[config.mk]
export PLATFORM = sky130hd
export DESIGN_NAME = spi_wb_bridge
export DESIGN_NICKNAME = d
export VERILOG_FILES = /design/src/rtl/spi_wb_bridge.sv
export SDC_FILE = /design/constraint.sdc
export NUM_CORES = 1
export LEC_CHECK = 0
export ABC_CLOCK_PERIOD_IN_PS = 1900
export CORE_UTILIZATION = 50
export CTS_BUF_LIST = sky130_fd_sc_hd__clkbuf_16
export CTS_CLUSTER_SIZE = 30
export DETAILED_ROUTE_END_ITERATION = 16
export PLACE_DENSITY = 0.76
export SLEW_MARGIN = 20
export SYNTH_ARGS = -nofsm -noshare
export SYNTH_HDL_FRONTEND = slang
export SYNTH_SLANG_ARGS = --single-unit
[constraint.sdc]
create_clock -name wb_clock_i -period 1.9 [get_ports wb_clock_i]
set_input_delay 0.38 -clock wb_clock_i [delete_from_list [all_inputs] [get_ports wb_clock_i]]
set_output_delay 0.38 -clock wb_clock_i [all_outputs]
set_load 0.01 [all_outputs]
[src/rtl/spi_wb_bridge.sv]
// spi_wb_bridge: SPI mode-0 target issuing single-byte Wishbone B4 pipelined accesses with auto-increment
module spi_wb_bridge #(
  parameter int WB_ADDR_WIDTH = 20,
  parameter int DATA_WIDTH = 8
) (
  input  logic                     wb_clock_i,
  input  logic                     wb_reset_i,
  input  logic                     spi_sck_i,
  input  logic                     spi_cs_ni,
  input  logic                     spi_sdi_i,
  output logic                     spi_sdo_o,
  output logic                     spi_sdo_oe,
  output logic [WB_ADDR_WIDTH-1:0] wb_addr_o,
  output logic [DATA_WIDTH-1:0]    wb_data_o,
  input  logic [DATA_WIDTH-1:0]    wb_data_i,
  output logic                     wb_we_o,
  output logic                     wb_cycle_o,
  output logic                     wb_strobe_o,
  input  logic                     wb_stall_i,
  input  logic                     wb_ack_i,
  output logic                     overrun_o
);
  typedef enum logic [1:0] {IDLE, REQ, WAIT} state_t;
  state_t state;
  logic [2:0] sck_s, cs_s, bit_cnt;
  logic [1:0] sdi_s, byte_idx;
  logic [DATA_WIDTH-1:0] rx, tx, rd_data, rx_next;
  logic [WB_ADDR_WIDTH-1:0] addr;
  logic we_cmd, sdo_r, cs_act, sck_rise, sck_fall, cs_fall, cs_rise, ack_ok;
  assign cs_act = ~cs_s[1];
  assign sck_rise = cs_act & sck_s[1] & ~sck_s[2];
  assign sck_fall = cs_act & ~sck_s[1] & sck_s[2];
  assign cs_fall = ~cs_s[1] & cs_s[2];
  assign cs_rise = cs_s[1] & ~cs_s[2];
  assign rx_next = {rx[DATA_WIDTH-2:0], sdi_s[1]};
  assign ack_ok = wb_ack_i & ((state == WAIT) | ((state == REQ) & ~wb_stall_i));
  assign spi_sdo_o = (bit_cnt == 3'd0) ? rd_data[DATA_WIDTH-1] : sdo_r;
  always_ff @(posedge wb_clock_i) begin
    if (wb_reset_i) begin
      state <= IDLE;
      sck_s <= '0;
      cs_s <= '1;
      sdi_s <= '0;
      bit_cnt <= '0;
      byte_idx <= '0;
      rx <= '0;
      tx <= '0;
      rd_data <= '0;
      addr <= '0;
      we_cmd <= 1'b0;
      sdo_r <= 1'b0;
      spi_sdo_oe <= 1'b0;
      wb_addr_o <= '0;
      wb_data_o <= '0;
      wb_we_o <= 1'b0;
      wb_cycle_o <= 1'b0;
      wb_strobe_o <= 1'b0;
      overrun_o <= 1'b0;
    end else begin
      sck_s <= {sck_s[1:0], spi_sck_i};
      cs_s <= {cs_s[1:0], spi_cs_ni};
      sdi_s <= {sdi_s[0], spi_sdi_i};
      spi_sdo_oe <= cs_act;
      if (sck_rise) begin
        rx <= rx_next;
        bit_cnt <= bit_cnt + 3'd1;
        if (bit_cnt == 3'd0) begin
          tx <= {rd_data[DATA_WIDTH-2:0], 1'b0};
          sdo_r <= rd_data[DATA_WIDTH-1];
        end
        if (bit_cnt == 3'd7) begin
          byte_idx <= (byte_idx == 2'd3) ? byte_idx : byte_idx + 2'd1;
          case (byte_idx)
            2'd0: begin
              we_cmd <= rx_next[DATA_WIDTH-1];
              addr[WB_ADDR_WIDTH-1:16] <= rx_next[WB_ADDR_WIDTH-17:0];
            end
            2'd1: addr[15:8] <= rx_next;
            2'd2: addr[7:0] <= rx_next;
            default: begin
              if (state == IDLE) begin
                state <= REQ;
                wb_cycle_o <= 1'b1;
                wb_strobe_o <= 1'b1;
                wb_addr_o <= addr;
                wb_we_o <= we_cmd;
                wb_data_o <= rx_next;
                addr <= addr + WB_ADDR_WIDTH'(1);
              end else overrun_o <= 1'b1;
            end
          endcase
        end
      end
      if (sck_fall && bit_cnt != 3'd0) begin
        sdo_r <= tx[DATA_WIDTH-1];
        tx <= {tx[DATA_WIDTH-2:0], 1'b0};
      end
      case (state)
        REQ: if (!wb_stall_i) begin
          wb_strobe_o <= 1'b0;
          wb_cycle_o <= ~wb_ack_i;
          state <= wb_ack_i ? IDLE : WAIT;
        end
        WAIT: if (wb_ack_i) begin
          wb_cycle_o <= 1'b0;
          state <= IDLE;
        end
        default: ;
      endcase
      if (ack_ok && !wb_we_o) rd_data <= wb_data_i;
      if (cs_rise) begin
        bit_cnt <= '0;
        byte_idx <= '0;
      end
      if (cs_fall) begin
        bit_cnt <= '0;
        byte_idx <= '0;
        rd_data <= '0;
        overrun_o <= 1'b0;
      end
    end
  end
endmodule
==> flow_summary.yaml <==
sta:
  timing.final.hold_violations: 0
  number_of_max_slew_violations_in_the_final_report: 0
  maxSlewHeadroom_pct: 63.9
  final_clock_period_utilization_by_the_worst_path_pct: 100
  clock_skew_ns: 0.00613
  grt_setup_unrepaired: "yes"
  setup_viol: 1
  setup_slack_ns: -0.00108
  worstMarginPinSlew_ns: 0.540
  timing.hold.ws_ns: 0.412
  setup_tns_ns: -0.00108
  min_period_ns: 1.90
  fmaxAchievable_mhz: 526
synth:
  synth_area_per_cell_um2: 8.07
  syn_area_um2: 4260
  postSynthCellCount: 528
  post_synth_most_frequent_cells: "sky130_fd_sc_hd__nand2_1 (103), sky130_fd_sc_hd__dfxtp_1 (92), sky130_fd_sc_hd__a21oi_1 (56)"
  synth.most_common_cell: "sky130_fd_sc_hd__nand2_1"
  proportion_of_synthesized_chip_area_in_sequential_cells_pct: 43.2
  synth.largest_area_cell: "sky130_fd_sc_hd__dfxtp_1"
  ys_ff_latch: 92
  synth_top_cell_area_share_pct: 43.2
  synth-edff-count: 0
  yosys_most_used_dff: "sky130_fd_sc_hd__dfxtp_1"
  ys_warn_count: 0
  netlist-cell-type-count: 56
  synthesis.nets: 555
  ys_async_rst_share_pct: 0
  ys_top_cells_by_area: "sky130_fd_sc_hd__dfxtp_1 (43%), sky130_fd_sc_hd__nand2_1 (9.1%), sky130_fd_sc_hd__a21oi_1 (6.6%)"
cts:
  worst_skew_pair.late_latency_ns: 0.34
  clk_root_buffer_cell: "sky130_fd_sc_hd__clkbuf_16"
  cts.sinks: 92
  ctsLongestPathBuffers: 2
  tritoncts: "done"
  cts_inserted_buffers: 9
  worst_setup_hold_path_clk_slew_ns: 0.06
  holdBufCountCts: 0
  cts_max_level: 3
worst_setup_path:
  r2r-end: "addr[11]"
  timing.critical_path.arrival_ns: 2.17
  worst-setup-path-type: "flop to flop"
  worst-r2r-setup-slack_ns: -0.001
  crit_slowest_cell: "sky130_fd_sc_hd__or4_4"
  worstPathCellList: "ha_4 > ha_4 > nand4bb_4 > or4_4 > or4_4 > a31oi_1"
  r2r_cells: 6
  cp_data_required_time_ns: 2.16
  cp_max_fo: 4
  reg2reg_from: "bit_cnt[1]"
  crit_path_max_incr_delay_ns: 0.50
  timing.critical_path.to_type: "flop"
  path_delay_family: "simple AND/OR/NAND/NOR gates"
  worstSetupStartpointType: "flop"
  path_buf_inv: 0
grt:
  vias_in_the_first_global_route: 3801
  grt_max_degree: 37
  grt_usage_pct: 25.4
  grt-ovfl-total: 0
  wire_length_of_the_first_global_routing_pass_um: 17600
  antenna_found_initial: 0
worst_hold_path:
  min_to: "cs_s[1]"
  worstHoldPathCells: 1
  hp-class: "flop to flop"
  hp-start: "cs_s[0]"
detailed_routing:
  avgViaCountPerCell: 5.75
  drc_errors: 0
  number_of_vias_in_the_routed_layout: 4065
  detail_route.iter0.violations: 235
  firstDrtPassIters: 5
  drtAntennaViolNets: 0
  average_routed_wire_per_standard_cell_um: 15.2
  wirelength_um: 10800
die:
  floorplan.die.width_um: 94.3
  die_h_um: 94.3
  die-area_um2: 8890
  site_rows: 33
  floorplan.core_area_um2: 8220
  io-pin-count: 49
  starting_density_of_the_core_pct: 51.8
finish:
  final_util_pct: 66.6
  synthToLayoutAreaGrowth_pct: 28.6
  nNetsFinal: 625
  finished_layout_cells: 707
  insertedDiodeCount: 0
  drive_gt1_share_pct: 14.8
power:
  power_density_nw_per_um2: 693
  worst_ir_drop_vdd_mv: 0.561
  share_seq_of_total_power_pct: 51.4
  internal_power_mw: 3.00
  power.static_leakage_nw: 1.99
  pwr-share-clk_pct: 45.3
  sw_frac_of_total_pct: 20.8
  power.share.combinational_pct: 3.3
  net-switching-power_mw: 0.790
placed_design:
  dp.cells: 690
  io_buffers: 48
  dp_hpwl_um: 7680
  gp_congestion: 0.893
  pre_cts_ws_ns: 0.00648
flow_run:
  max_cap_viol_count: 0
run_status:
  result_of_the_run: "finished with violations"
  violations: "setup timing"
final cells by class:
type,instances,area (um^2)
Inverter,15,56.3
Fill cell,710,2740
Sequential cell,92,1850
Clock buffer,9,225
Multi-Input combinational cell,379,2240
Tap cell,105,131
Timing Repair Buffer,101,910
Clock inverter,6,57.6
metal layers:
layer | share of wire (%) | GRT usage [%]
met4 | 2.7 | 10.3
met5 | 0 | 0
met1 | 43 | 30.8
met2 | 48 | 43.1
met3 | 6.1 | 5.58
metrics by stage:
step	area (um^2)	total power [mW]
after floorplan	4300	2.06
after detailed placement	5150	2.12
after global routing	5480	3.91
after global placement	5150	2.12
after CTS	5440	3.81
final	5480	3.79
cells by family (layout without fill, tap and decap cells):
kind of cell / Yosys count / in the layout / synth area share, %
and+or+nand+nor: 234 / 234 / 26.9
xor gates and xnor gates: 3 / 3 / 0.617
muxes: 12 / 12 / 2.82
adders and majority gates: 12 / 12 / 3.53
buffers and inverters: 57 / 131 / 5.41
AOI/OAI and AO/OA: 118 / 118 / 17.5
DFF: 92 / 92 / 43.2
power groups by stage:
stage	Sequential, mW	Clock (mW)	Combinational (mW)
after detailed placement	1.99	0	0.123
final	1.95	1.72	0.125
after CTS	1.95	1.73	0.124
after floorplan	2.00	0	0.0603
after global routing	1.95	1.83	0.136
after global placement	1.99	0	0.121
timing repair:
item,4_1_cts,5_1_grt
gates resized for setup,1,10
endpoints found under the setup margin,2,17
buffers inserted,1,1
worst max path at each step:
stage	start	to	slack, ns	cells past startpoint
floorplan	bit_cnt[1]	addr[11]	-0.06	7
global route	bit_cnt[1]	addr[11]	-0.07	6
CTS	bit_cnt[1]	addr[11]	0.00008	6
finish	bit_cnt[1]	addr[11]	-0.001	6
global placement	bit_cnt[1]	addr[11]	0.02	6
detailed placement	bit_cnt[0]	addr[11]	0.006	6
layout by cell type, fill, tap and decap left out, types with 3 or more instances in the layout:
cell	Yosys	layout
sky130_fd_sc_hd__nor4_1	9	8
sky130_fd_sc_hd__nor2b_1	13	13
sky130_fd_sc_hd__nor2_1	35	35
sky130_fd_sc_hd__a21oi_1	56	56
sky130_fd_sc_hd__a31oi_1	9	9
sky130_fd_sc_hd__a211oi_1	7	7
sky130_fd_sc_hd__dfxtp_1	92	88
sky130_fd_sc_hd__nand4_1	11	11
sky130_fd_sc_hd__and4_1	5	5
sky130_fd_sc_hd__xnor2_1	3	3
sky130_fd_sc_hd__a22oi_1	3	3
sky130_fd_sc_hd__or4_4	0	3
sky130_fd_sc_hd__clkbuf_16	0	9
sky130_fd_sc_hd__a41o_1	3	3
sky130_fd_sc_hd__mux2i_1	12	12
sky130_fd_sc_hd__nor3_1	7	6
sky130_fd_sc_hd__clkdlybuf4s50_1	0	46
sky130_fd_sc_hd__o21ai_1	1	3
sky130_fd_sc_hd__ha_1	12	9
sky130_fd_sc_hd__nand3_1	20	20
sky130_fd_sc_hd__inv_1	15	16
sky130_fd_sc_hd__nand2_1	103	103
sky130_fd_sc_hd__buf_4	0	50
sky130_fd_sc_hd__buf_12	0	3
sky130_fd_sc_hd__a311oi_1	6	6
sky130_fd_sc_hd__nand2b_1	6	6
sky130_fd_sc_hd__or2_2	3	3
sky130_fd_sc_hd__and3_1	4	4
sky130_fd_sc_hd__a32o_1	3	3
sky130_fd_sc_hd__o21ai_0	10	8
sky130_fd_sc_hd__or3_1	3	3
sky130_fd_sc_hd__and2_1	3	3
sequential cells by signal, summed over array words and instances, names as in the netlist:
signal       cells
addr            20
wb_addr_o       20
rd_data          8
wb_data_o        8
rx               7
tx               7
bit_cnt          3
cs_s             3
sck_s            3
byte_idx         2
sdi_s            2
state            2
overrun_o        1
sdo_r            1
spi_sdo_oe       1
wb_cycle_o       1
wb_strobe_o      1
wb_we_o          1
we_cmd           1
No activity file was read; power rests on OpenSTA's default activity.
